**src/rtl/systolic_pkg.sv**
```systemverilog
// ============================================================================
// Module  : systolic_pkg
// Brief   : Shared FSM encoding, accumulator sizing and slice-index helpers
//           for the systolic_matmul_param array.
// Revision: 1.0 - initial release
// ============================================================================
`default_nettype none

package systolic_pkg;

    typedef enum logic [1:0] {
        ST_IDLE  = 2'd0,
        ST_LOAD  = 2'd1,
        ST_FLUSH = 2'd2,
        ST_DONE  = 2'd3
    } state_e;

    // Wide enough that N full-scale signed products never overflow.
    function automatic int acc_w_default(input int data_w, input int n);
        return 2 * data_w + $clog2(n);
    endfunction

    function automatic int lane_lsb(input int lane, input int w);
        return lane * w;
    endfunction

    function automatic int c_lsb(input int i, input int j, input int n, input int w);
        return (i * n + j) * w;
    endfunction

endpackage

`default_nettype wire

```
**src/rtl/systolic_pe.sv**
```systemverilog
// ============================================================================
// Module  : systolic_pe
// Brief   : Output-stationary MAC cell; forwards a right and b down by one
//           register. Saturating accumulate when SYSTOLIC_SAT_EN is defined.
// Revision: 1.0 - initial release
// ============================================================================
`default_nettype none

module systolic_pe #(
    parameter int DATA_W = 8,
    parameter int ACC_W  = 18
`ifdef SYSTOLIC_SAT_EN
    ,
    parameter int SAT_W  = ACC_W
`endif
) (
    input  logic                     i_clock,
    input  logic                     i_reset,
    input  logic                     clear,
    input  logic                     enable,
    input  logic signed [DATA_W-1:0] a_in,
    input  logic signed [DATA_W-1:0] b_in,
    output logic signed [DATA_W-1:0] a_out,
    output logic signed [DATA_W-1:0] b_out,
    output logic signed [ACC_W-1:0]  acc
`ifdef SYSTOLIC_SAT_EN
    ,
    output logic                     sat
`endif
);

    logic signed [DATA_W-1:0]   a_q, b_q;
    logic signed [ACC_W-1:0]    acc_q, acc_d;
    logic signed [2*DATA_W-1:0] prod_w;
    logic signed [ACC_W-1:0]    prod_ext_w;

    assign prod_w     = a_in * b_in;
    assign prod_ext_w = {{(ACC_W-2*DATA_W){prod_w[2*DATA_W-1]}}, prod_w};

`ifdef SYSTOLIC_SAT_EN
    localparam logic signed [ACC_W:0] SAT_MAX = (ACC_W+1)'((64'sd1 <<< (SAT_W-1)) - 64'sd1);
    localparam logic signed [ACC_W:0] SAT_MIN = ~SAT_MAX;

    logic signed [ACC_W:0] sum_w;
    logic                  clip_w;
    logic                  sat_q;

    // One guard bit keeps the raw sum exact before clamping.
    assign sum_w = {acc_q[ACC_W-1], acc_q} + {prod_ext_w[ACC_W-1], prod_ext_w};

    always_comb begin
        clip_w = 1'b0;
        acc_d  = sum_w[ACC_W-1:0];
        if (sum_w > SAT_MAX) begin
            clip_w = 1'b1;
            acc_d  = SAT_MAX[ACC_W-1:0];
        end else if (sum_w < SAT_MIN) begin
            clip_w = 1'b1;
            acc_d  = SAT_MIN[ACC_W-1:0];
        end
    end

    always_ff @(posedge i_clock) begin
        if (!i_reset || clear) begin
            sat_q <= 1'b0;
        end else if (enable) begin
            sat_q <= sat_q | clip_w;
        end
    end

    assign sat = sat_q;
`else
    assign acc_d = acc_q + prod_ext_w;
`endif

    always_ff @(posedge i_clock) begin
        if (!i_reset) begin
            a_q   <= '0;
            b_q   <= '0;
            acc_q <= '0;
        end else if (clear) begin
            acc_q <= '0;
        end else if (enable) begin
            a_q   <= a_in;
            b_q   <= b_in;
            acc_q <= acc_d;
        end
    end

    assign a_out = a_q;
    assign b_out = b_q;
    assign acc   = acc_q;

endmodule

`default_nettype wire

```
**src/rtl/systolic_matmul_param.sv**
```systemverilog
// ============================================================================
// Module  : systolic_matmul_param
// Brief   : N x N output-stationary signed systolic multiplier C = A x B with
//           input skew, start/valid handshake and registered result bus.
//           Optional macro SYSTOLIC_SAT_EN: saturating accumulators + o_sat.
// Revision: 1.0 - initial release
// ============================================================================
`default_nettype none

module systolic_matmul_param
    import systolic_pkg::*;
#(
    parameter int N      = 4,
    parameter int DATA_W = 8,
    parameter int ACC_W  = acc_w_default(DATA_W, N)
`ifdef SYSTOLIC_SAT_EN
    ,
    parameter int SAT_W  = ACC_W
`endif
) (
    input  logic                   i_clock,
    input  logic                   i_reset,
    input  logic                   i_start,
    input  logic                   i_valid,
    input  logic [N*DATA_W-1:0]    i_a_full,
    input  logic [N*DATA_W-1:0]    i_b_full,
    output logic                   o_busy,
    output logic                   o_valid,
    output logic [N*N*ACC_W-1:0]   o_c_full
`ifdef SYSTOLIC_SAT_EN
    ,
    output logic                   o_sat
`endif
);

    localparam int BEAT_W  = $clog2(N);
    localparam int FLUSH_W = $clog2(2*N);

    state_e               state_q, state_d;
    logic [BEAT_W-1:0]    beat_q, beat_d;
    logic [FLUSH_W-1:0]   flush_q, flush_d;
    logic [N*N*ACC_W-1:0] c_q;
    logic [N*N*ACC_W-1:0] acc_flat_w;
    logic                 start_w, take_w, capture_w, busy_w;

    logic signed [DATA_W-1:0] a_lane_w [N];
    logic signed [DATA_W-1:0] b_lane_w [N];
    logic signed [DATA_W-1:0] a_h_w    [N][N];
    logic signed [DATA_W-1:0] b_v_w    [N][N];
    logic signed [ACC_W-1:0]  acc_w    [N][N];
`ifdef SYSTOLIC_SAT_EN
    logic [N*N-1:0]           sat_w;
    logic                     sat_q;
`endif

    assign start_w   = (state_q == ST_IDLE) && i_start;
    assign take_w    = (state_q == ST_LOAD) && i_valid;
    assign capture_w = (state_q == ST_FLUSH) && (flush_q == FLUSH_W'(2*N-2));
    assign busy_w    = (state_q == ST_LOAD) || (state_q == ST_FLUSH);

    always_comb begin
        state_d = state_q;
        beat_d  = beat_q;
        flush_d = flush_q;
        case (state_q)
            ST_IDLE: begin
                if (i_start) begin
                    state_d = ST_LOAD;
                    beat_d  = '0;
                end
            end
            ST_LOAD: begin
                if (i_valid) begin
                    if (beat_q == BEAT_W'(N-1)) begin
                        state_d = ST_FLUSH;
                        beat_d  = '0;
                        flush_d = '0;
                    end else begin
                        beat_d = beat_q + BEAT_W'(1);
                    end
                end
            end
            ST_FLUSH: begin
                if (capture_w) begin
                    state_d = ST_DONE;
                    flush_d = '0;
                end else begin
                    flush_d = flush_q + FLUSH_W'(1);
                end
            end
            ST_DONE: state_d = ST_IDLE;
            default: state_d = ST_IDLE;
        endcase
    end

    always_ff @(posedge i_clock) begin
        if (!i_reset) begin
            state_q <= ST_IDLE;
            beat_q  <= '0;
            flush_q <= '0;
        end else begin
            state_q <= state_d;
            beat_q  <= beat_d;
            flush_q <= flush_d;
        end
    end

    // Lane k is delayed k cycles so a and b of one beat meet at every PE.
    for (genvar i = 0; i < N; i++) begin : g_lane
        logic signed [DATA_W-1:0] a_inj_w, b_inj_w;
        assign a_inj_w = take_w ? i_a_full[lane_lsb(i, DATA_W) +: DATA_W] : '0;
        assign b_inj_w = take_w ? i_b_full[lane_lsb(i, DATA_W) +: DATA_W] : '0;

        if (i == 0) begin : g_direct
            assign a_lane_w[i] = a_inj_w;
            assign b_lane_w[i] = b_inj_w;
        end else begin : g_skew
            logic signed [DATA_W-1:0] a_sr_q [i];
            logic signed [DATA_W-1:0] b_sr_q [i];
            always_ff @(posedge i_clock) begin
                if (!i_reset) begin
                    for (int s = 0; s < i; s++) begin
                        a_sr_q[s] <= '0;
                        b_sr_q[s] <= '0;
                    end
                end else begin
                    a_sr_q[0] <= a_inj_w;
                    b_sr_q[0] <= b_inj_w;
                    for (int s = 1; s < i; s++) begin
                        a_sr_q[s] <= a_sr_q[s-1];
                        b_sr_q[s] <= b_sr_q[s-1];
                    end
                end
            end
            assign a_lane_w[i] = a_sr_q[i-1];
            assign b_lane_w[i] = b_sr_q[i-1];
        end
    end

    for (genvar i = 0; i < N; i++) begin : g_row
        for (genvar j = 0; j < N; j++) begin : g_col
            logic signed [DATA_W-1:0] a_w, b_w;
            if (j == 0) begin : g_a_edge
                assign a_w = a_lane_w[i];
            end else begin : g_a_chain
                assign a_w = a_h_w[i][j-1];
            end
            if (i == 0) begin : g_b_edge
                assign b_w = b_lane_w[j];
            end else begin : g_b_chain
                assign b_w = b_v_w[i-1][j];
            end

            systolic_pe #(
                .DATA_W (DATA_W),
                .ACC_W  (ACC_W)
`ifdef SYSTOLIC_SAT_EN
                ,
                .SAT_W  (SAT_W)
`endif
            ) u_pe (
                .i_clock (i_clock),
                .i_reset (i_reset),
                .clear   (start_w),
                .enable  (busy_w),
                .a_in    (a_w),
                .b_in    (b_w),
                .a_out   (a_h_w[i][j]),
                .b_out   (b_v_w[i][j]),
                .acc     (acc_w[i][j])
`ifdef SYSTOLIC_SAT_EN
                ,
                .sat     (sat_w[i*N+j])
`endif
            );

            assign acc_flat_w[c_lsb(i, j, N, ACC_W) +: ACC_W] = acc_w[i][j];
        end
    end

    always_ff @(posedge i_clock) begin
        if (!i_reset) begin
            c_q <= '0;
        end else if (capture_w) begin
            c_q <= acc_flat_w;
        end
    end

`ifdef SYSTOLIC_SAT_EN
    always_ff @(posedge i_clock) begin
        if (!i_reset || start_w) begin
            sat_q <= 1'b0;
        end else if (capture_w) begin
            sat_q <= |sat_w;
        end
    end
    assign o_sat = sat_q;
`endif

    assign o_c_full = c_q;
    assign o_busy   = busy_w;
    assign o_valid  = (state_q == ST_DONE);

endmodule

`default_nettype wire

```
**config.mk**
```make
export PLATFORM = sky130hd
export DESIGN_NAME = systolic_matmul_param
export DESIGN_NICKNAME = d
export VERILOG_FILES = /design/src/rtl/systolic_pkg.sv /design/src/rtl/systolic_pe.sv /design/src/rtl/systolic_matmul_param.sv
export SDC_FILE = /design/constraint.sdc
export NUM_CORES = 2
export LEC_CHECK = 0
export BUFFER_PORTS_ARGS = -buffer_cell sky130_fd_sc_hd__buf_2
export CAP_MARGIN = 5
export CORE_UTILIZATION = 55
export DETAILED_ROUTE_END_ITERATION = 10
export PLACE_DENSITY = 0.72
export SYNTH_ARGS = -nofsm -noshare
export SYNTH_HDL_FRONTEND = slang
export SYNTH_HIERARCHICAL = 1
export SYNTH_SLANG_ARGS = --single-unit
```
**constraint.sdc**
```tcl
create_clock -name i_clock -period 8 [get_ports i_clock]
set_input_delay 2 -clock i_clock [delete_from_list [all_inputs] [get_ports i_clock]]
set_output_delay 2 -clock i_clock [all_outputs]
set_load 0.05 [all_outputs]
```
* Word-level counts from Yosys, hierarchy flattened
Memories as Yosys holds them, arrays and structs flattened.
Cells that the tools add are included.
** Operators by class
- $add $sub $neg :: 18
- Multipliers :: 16
- Eq/ne operators :: 9
- Multiplexer cells :: 37
- Bitwise operators :: 12
- Reductions and logical operators :: 14
** Operator list (count)
- 18-bit by 16-bit adder with 18-bit output :: 16
- 8-bit by 8-bit multiplier with 16-bit output :: 16
- 8-bit 2-to-1 mux :: 20
- 8-bit OR reduction :: 2
- 2-bit 2-to-1 mux :: 7
- 1-bit OR :: 10
- 3-bit 2-to-1 mux :: 3
- 2-bit one-hot mux with 4 select lines :: 1
- 2-bit equality test (second input constant) :: 3
- 2-bit != test (second input constant) :: 3
- 3-bit one-hot mux with 2 select lines :: 1
- 3-bit AND reduction :: 2
- 1-bit 2-to-1 mux :: 4
- 2-bit one-hot mux with 2 select lines :: 1
- 4-bit AND reduction :: 1
- 2-bit nonzero test :: 2
- 3-bit by 1-bit adder with 3-bit output (second input constant) :: 1
- 3-bit equality test (second input constant) :: 1
- 1-bit logical AND :: 3
- 2-bit by 1-bit adder with 2-bit output (second input constant) :: 1
- 2-bit by 1-bit equality test with 1-bit output (second input constant) :: 1
- 2-bit zero test :: 1
- 2-bit by 1-bit != test with 1-bit output (second input constant) :: 1
- 1-bit NOT :: 2
- 3 further kinds :: 3
** Word-level totals
- Register bits after elaboration :: 775
- RAM bits :: 96
- Input port bits :: 68
- Output and inout bits :: 290
- Logic and storage cells :: 156
- Memories :: 6
** Memory list
- g_lane[3].g_skew.a_sr_q :: words 3, bits a word 8, read ports 3, clocked after Yosys merged registers in 0, wr ports 3, line systolic_matmul_param.sv:118 : logic signed [DATA_W-1:0] a_sr_q [i];
- g_lane[3].g_skew.b_sr_q :: words 3, bits a word 8, read ports 3, clocked after Yosys merged registers in 0, wr ports 3, line systolic_matmul_param.sv:119 : logic signed [DATA_W-1:0] b_sr_q [i];
- g_lane[2].g_skew.a_sr_q :: words 2, bits a word 8, read ports 2, clocked after Yosys merged registers in 0, wr ports 2, line systolic_matmul_param.sv:118
- g_lane[2].g_skew.b_sr_q :: words 2, bits a word 8, read ports 2, clocked after Yosys merged registers in 0, wr ports 2, line systolic_matmul_param.sv:119
- g_lane[1].g_skew.a_sr_q :: words 1, bits a word 8, read ports 1, clocked after Yosys merged registers in 0, wr ports 1, line systolic_matmul_param.sv:118
- g_lane[1].g_skew.b_sr_q :: words 1, bits a word 8, read ports 1, clocked after Yosys merged registers in 0, wr ports 1, line systolic_matmul_param.sv:119

* Logic depth before layout (Yosys ltp)
- Depth after elaboration :: 5
- Depth in mapped cells :: 23
- Gate-level depth less buffers :: 20

* Cells and area by module
Netlist, hierarchy kept.
** Modules (own cells, without submodules)
- systolic_pe at g_row[1].g_col[0].u_pe ... :: times used 10, cells an instance 490, area each 4563.1 sq um, seq. area each 680.7 sq um
- systolic_pe at g_row[0].g_col[0].u_pe ... :: times used 4, cells an instance 474, area each 4434.3 sq um, seq. area each 680.7 sq um
- systolic_matmul_param :: times used 1, cells an instance 1534, area each 13158.9 sq um, seq. area each 7827.5 sq um
- systolic_pe at g_row[3].g_col[3].u_pe :: times used 1, cells an instance 489, area each 4553.1 sq um, seq. area each 680.7 sq um
- systolic_pe at g_row[3].g_col[2].u_pe :: times used 1, cells an instance 486, area each 4528.1 sq um, seq. area each 680.7 sq um

* Worst setup path after synthesis
No wires, ideal clock.
- Kind :: input-to-reg
- Start :: input i_valid
- End :: register g_row[0].g_col[0].u_pe.acc_q[17]
- Setup time :: 0.135 ns
- Arrival :: 6.956 ns
- Required time :: 7.865 ns
- Setup slack :: 0.909 ns
- Cell stages on the path :: 19
- Buffers on the path :: 3
- Cell sequence :: clkbuf_1 clkbuf_1 and3_1 clkbuf_1 and2_1 inv_1 fa_1 inv_1 fa_1 fa_1 fa_1 fa_1 ha_1 o21ai_0 o211ai_1 nand3_1 o21ai_1 xnor2_1 a21oi_1
** On the way
- Longest elaborated chain between the ends :: 4
- Elaborated cells on any way between the ends :: 5
- Classes of those cells :: add/sub (1); mul (1); mux (2); reduce/logical (1)
** RTL lines
- from (decl) :: line systolic_matmul_param.sv:24 : input logic i_valid,
- 1-bit logical AND :: line systolic_matmul_param.sv:57 : assign take_w = (state_q == ST_LOAD) && i_valid;
- 8-bit 2-to-1 mux :: line systolic_matmul_param.sv:112 : assign b_inj_w = take_w ? i_b_full[lane_lsb(i, DATA_W) +: DATA_W] : '0;
- net g_lane[0].b_inj_w[0] :: line systolic_matmul_param.sv:110 : logic signed [DATA_W-1:0] a_inj_w, b_inj_w;
- 8-bit by 8-bit multiplier with 16-bit output :: line systolic_pe.sv:37 : assign prod_w = a_in * b_in;
- 18-bit by 16-bit adder with 18-bit output :: line systolic_pe.sv:73 : assign acc_d = acc_q + prod_ext_w;
- to (signal assigned) :: line systolic_pe.sv:80 : acc_q <= '0;
- to (signal assigned) :: line systolic_pe.sv:82 : acc_q <= '0;
- to (signal assigned) :: line systolic_pe.sv:86 : acc_q <= acc_d;
- to (decl) :: line systolic_pe.sv:33 : logic signed [ACC_W-1:0] acc_q, acc_d;
The timed path passes the listed nets, and every way through them passes these cells.
A chain may end at the register's enable or synchronous reset.

* Worst setup path in the final report
- Start :: input i_valid
- End :: register g_row[0].g_col[0].u_pe.acc_q[15]
** On the way
- Longest elaborated chain between the ends :: 4
- Elaborated cells on any way between the ends :: 5
- Classes of those cells :: add/sub (1); mul (1); mux (2); reduce/logical (1)
** RTL lines
- 1-bit logical AND :: line systolic_matmul_param.sv:57
- 8-bit 2-to-1 mux :: line systolic_matmul_param.sv:111 : assign a_inj_w = take_w ? i_a_full[lane_lsb(i, DATA_W) +: DATA_W] : '0;
- net g_lane[0].a_inj_w[7] :: line systolic_matmul_param.sv:110
- 8-bit by 8-bit multiplier with 16-bit output :: line systolic_pe.sv:37
- 18-bit by 16-bit adder with 18-bit output :: line systolic_pe.sv:73
The timed path passes the listed nets, and every way through them passes these cells.

==> impl_metrics.tcl <==
set metrics [dict create \
    critical-path-top-delay-family "adder cells" \
    netSwitchingPower_uw 4470 \
    stdcell_area_sq_um 89500 \
    overflow 0 \
    avgSynthCellArea_sq_um 9.22 \
    post_cts_buffers 0 \
    p_per_area_nw_per_um2 142 \
    grt_setup_unrepaired "false" \
    clk_latency_ns 0.75 \
    dp_hpwl_um 152000 \
    grt_pass1_vias 63100 \
    peakVddDrop_uv 192 \
    path_class "in2reg" \
    p_int_uw 8240 \
    cts_sinks 871 \
    drt_iter0_drc 2854 \
    slew_violations 0 \
    die_height_um 391 \
    syn-num-nets 11100 \
    min_period_ns 6.63 \
    vias 59200 \
    fin_ws_ns 1.37 \
    hold_buffers 0 \
    slew_headroom_pct 23.7 \
    cts.repair.resized 0 \
    path_common_cell "fa_1" \
    antenna_left 0 \
    leakagePower_uw 0.0449 \
    cap_viol_max_count 0 \
    cts_tree "yes" \
    pwr-share-comb_pct 26.2 \
    grt_usage_pct 26.2 \
    post-place-cells 11000 \
    cp_max_fo 24 \
    post_drt_wl_per_cell_um 17.2 \
    via_per_inst 5.28 \
    hold-path-cell-count 1 \
    final_common_cell "nand2_1" \
    drc 0 \
    cts_buffers 100 \
    crit-reg2reg-launch "state_q[1]" \
    dpl_cell_area_sq_um 86200 \
    grt_max_degree 171 \
    fin_util_pct 59.6 \
    slowest_delay_ns 0.66 \
    synth_warnings 6 \
    required_ns 8.61 \
    fin_crit_sh_pct 82.9 \
    r2r_slack_ns 1.68 \
    slowest_stage "and2_1" \
    endpoint "g_row[0].g_col[0].u_pe/acc[15]" \
    end_kind "register" \
    antenna_found_initial 2 \
    mostFrequentLayoutCells "nand2_1 (1507), inv_1 (1464), fa_1 (1280)" \
    wl_um 193000 \
    coreArea_sq_um 150000 \
    fin_cells 11200 \
    die_w_um 391 \
    clockPowerShare_pct 37.0 \
    worst-path-stages 15 \
    status "finished, final reports clean" \
    timing.final.hold_violations 0 \
    synth_area_sq_um 83300 \
    cp_cell_sequence "buf_2, and3_1, and2_1, fa_1, fa_1, fa_1, fa_1, ha_1, ha_1, a211oi_1, o211ai_1, nand3_1, o21ai_1, xnor2_1, o21ai_1" \
    fin_skew_ns 0.0395 \
    setup_viol 0 \
    rr_worst_depth 16 \
    antenna_cells 0 \
    gp_congestion 0.889 \
    placementRows 142 \
    cts.reportedPaths.clkPinSlew_ns 0.06 \
    htree_levels 3 \
    first_pass_iters 5 \
    setup_tns_ns 0 \
    synthCells 9042 \
    io_pins 358 \
    rr_endpoint "g_row[0].g_col[0].u_pe/acc[15]" \
    place_ws_ns 0.686 \
    crit_buf_inv 1 \
    cp-startpoint "i_valid" \
    die_area_sq_um 153000 \
    grt_pass1_wl_um 326000 \
    cts_root_buffer "clkbuf_16" \
    fmax_mhz 151 \
    drive_above_1_share_pct 7.45 \
    clockBufferDepth 3 \
    arrival_ns 7.24 \
    initial_core_util_pct 55.5 \
    synthToLayoutAreaGrowth_pct 7.45 \
    seqPwrFrac_pct 36.8 \
    power_switching_share_pct 35.2 \
    hp-class "reg2reg" \
    start_kind "input port" \
    port_buffers 357 \
    nNetsFinal 11200 \
    worst_slew_pin_slew_ns 1.14 \
]
layer usage:
metal / global-route usage (%) / vias to the layer above / wire (um)
met5: 0 / - / 13
met4: 7.06 / 2 / 4510
met3: 3.62 / 255 / 9240
met2: 44.3 / 1196 / 93100
met1: 35.3 / 29600 / 86300
li1: - / 28200 / -
final cells by class:
| type | instances | area [sq um] |
|---|---|---|
| Fill cell | 13100 | 60600 |
| Multi-Input combinational cell | 6281 | 58600 |
| Sequential cell | 871 | 17400 |
| Inverter | 1481 | 5570 |
| Clock buffer | 129 | 2740 |
| Tap cell | 2016 | 2520 |
| Timing Repair Buffer | 386 | 2090 |
| Clock inverter | 54 | 623 |
flip-flops by register name, summed over array words and instances (netlist names):
register and cells:
g_row.g_col.u_pe/acc 288, o_c_full 288, g_row.g_col.u_pe/a_out 96, g_row.g_col.u_pe/b_out 96, g_lane.g_skew.a_sr_q 48, g_lane.g_skew.b_sr_q 48, flush_q 3, beat_q 2
state_q 2
metrics by stage:
stage                     hold slack (ns)  power [uW]
final                               0.431       12700
after global routing                0.447       13400
after CTS                           0.435       12900
after detailed placement            0.421        8100
after global placement              0.420        8040
after floorplan                     0.412        7310
power groups by stage:
stage / clock network [uW] / logic [uW] / registers [uW]
global route: 4990 / 3690 / 4700
floorplan: 0 / 2650 / 4670
finish: 4710 / 3330 / 4680
detailed placement: 0 / 3330 / 4780
CTS: 4830 / 3350 / 4680
global placement: 0 / 3260 / 4770
worst min-delay path by stage:
| stage | from | endpoint | slack [ns] |
|---|---|---|---|
| 2_1_floorplan | g_lane[2].g_skew.a_sr_q[0][2] | g_lane[2].g_skew.a_sr_q[0][10] | 0.41 |
| 6_report | g_lane[3].g_skew.b_sr_q[0][4] | g_lane[3].g_skew.b_sr_q[0][12] | 0.43 |
| 5_1_grt | g_lane[3].g_skew.a_sr_q[0][2] | g_lane[3].g_skew.a_sr_q[0][10] | 0.45 |
| 4_1_cts | g_lane[3].g_skew.b_sr_q[0][4] | g_lane[3].g_skew.b_sr_q[0][12] | 0.44 |
| 3_5_place_dp | g_lane[3].g_skew.b_sr_q[0][11] | g_lane[3].g_skew.b_sr_q[0][19] | 0.42 |
| 3_3_place_gp | g_lane[3].g_skew.b_sr_q[0][14] | g_lane[3].g_skew.b_sr_q[0][22] | 0.42 |
Power figures use the tool's default switching activity.
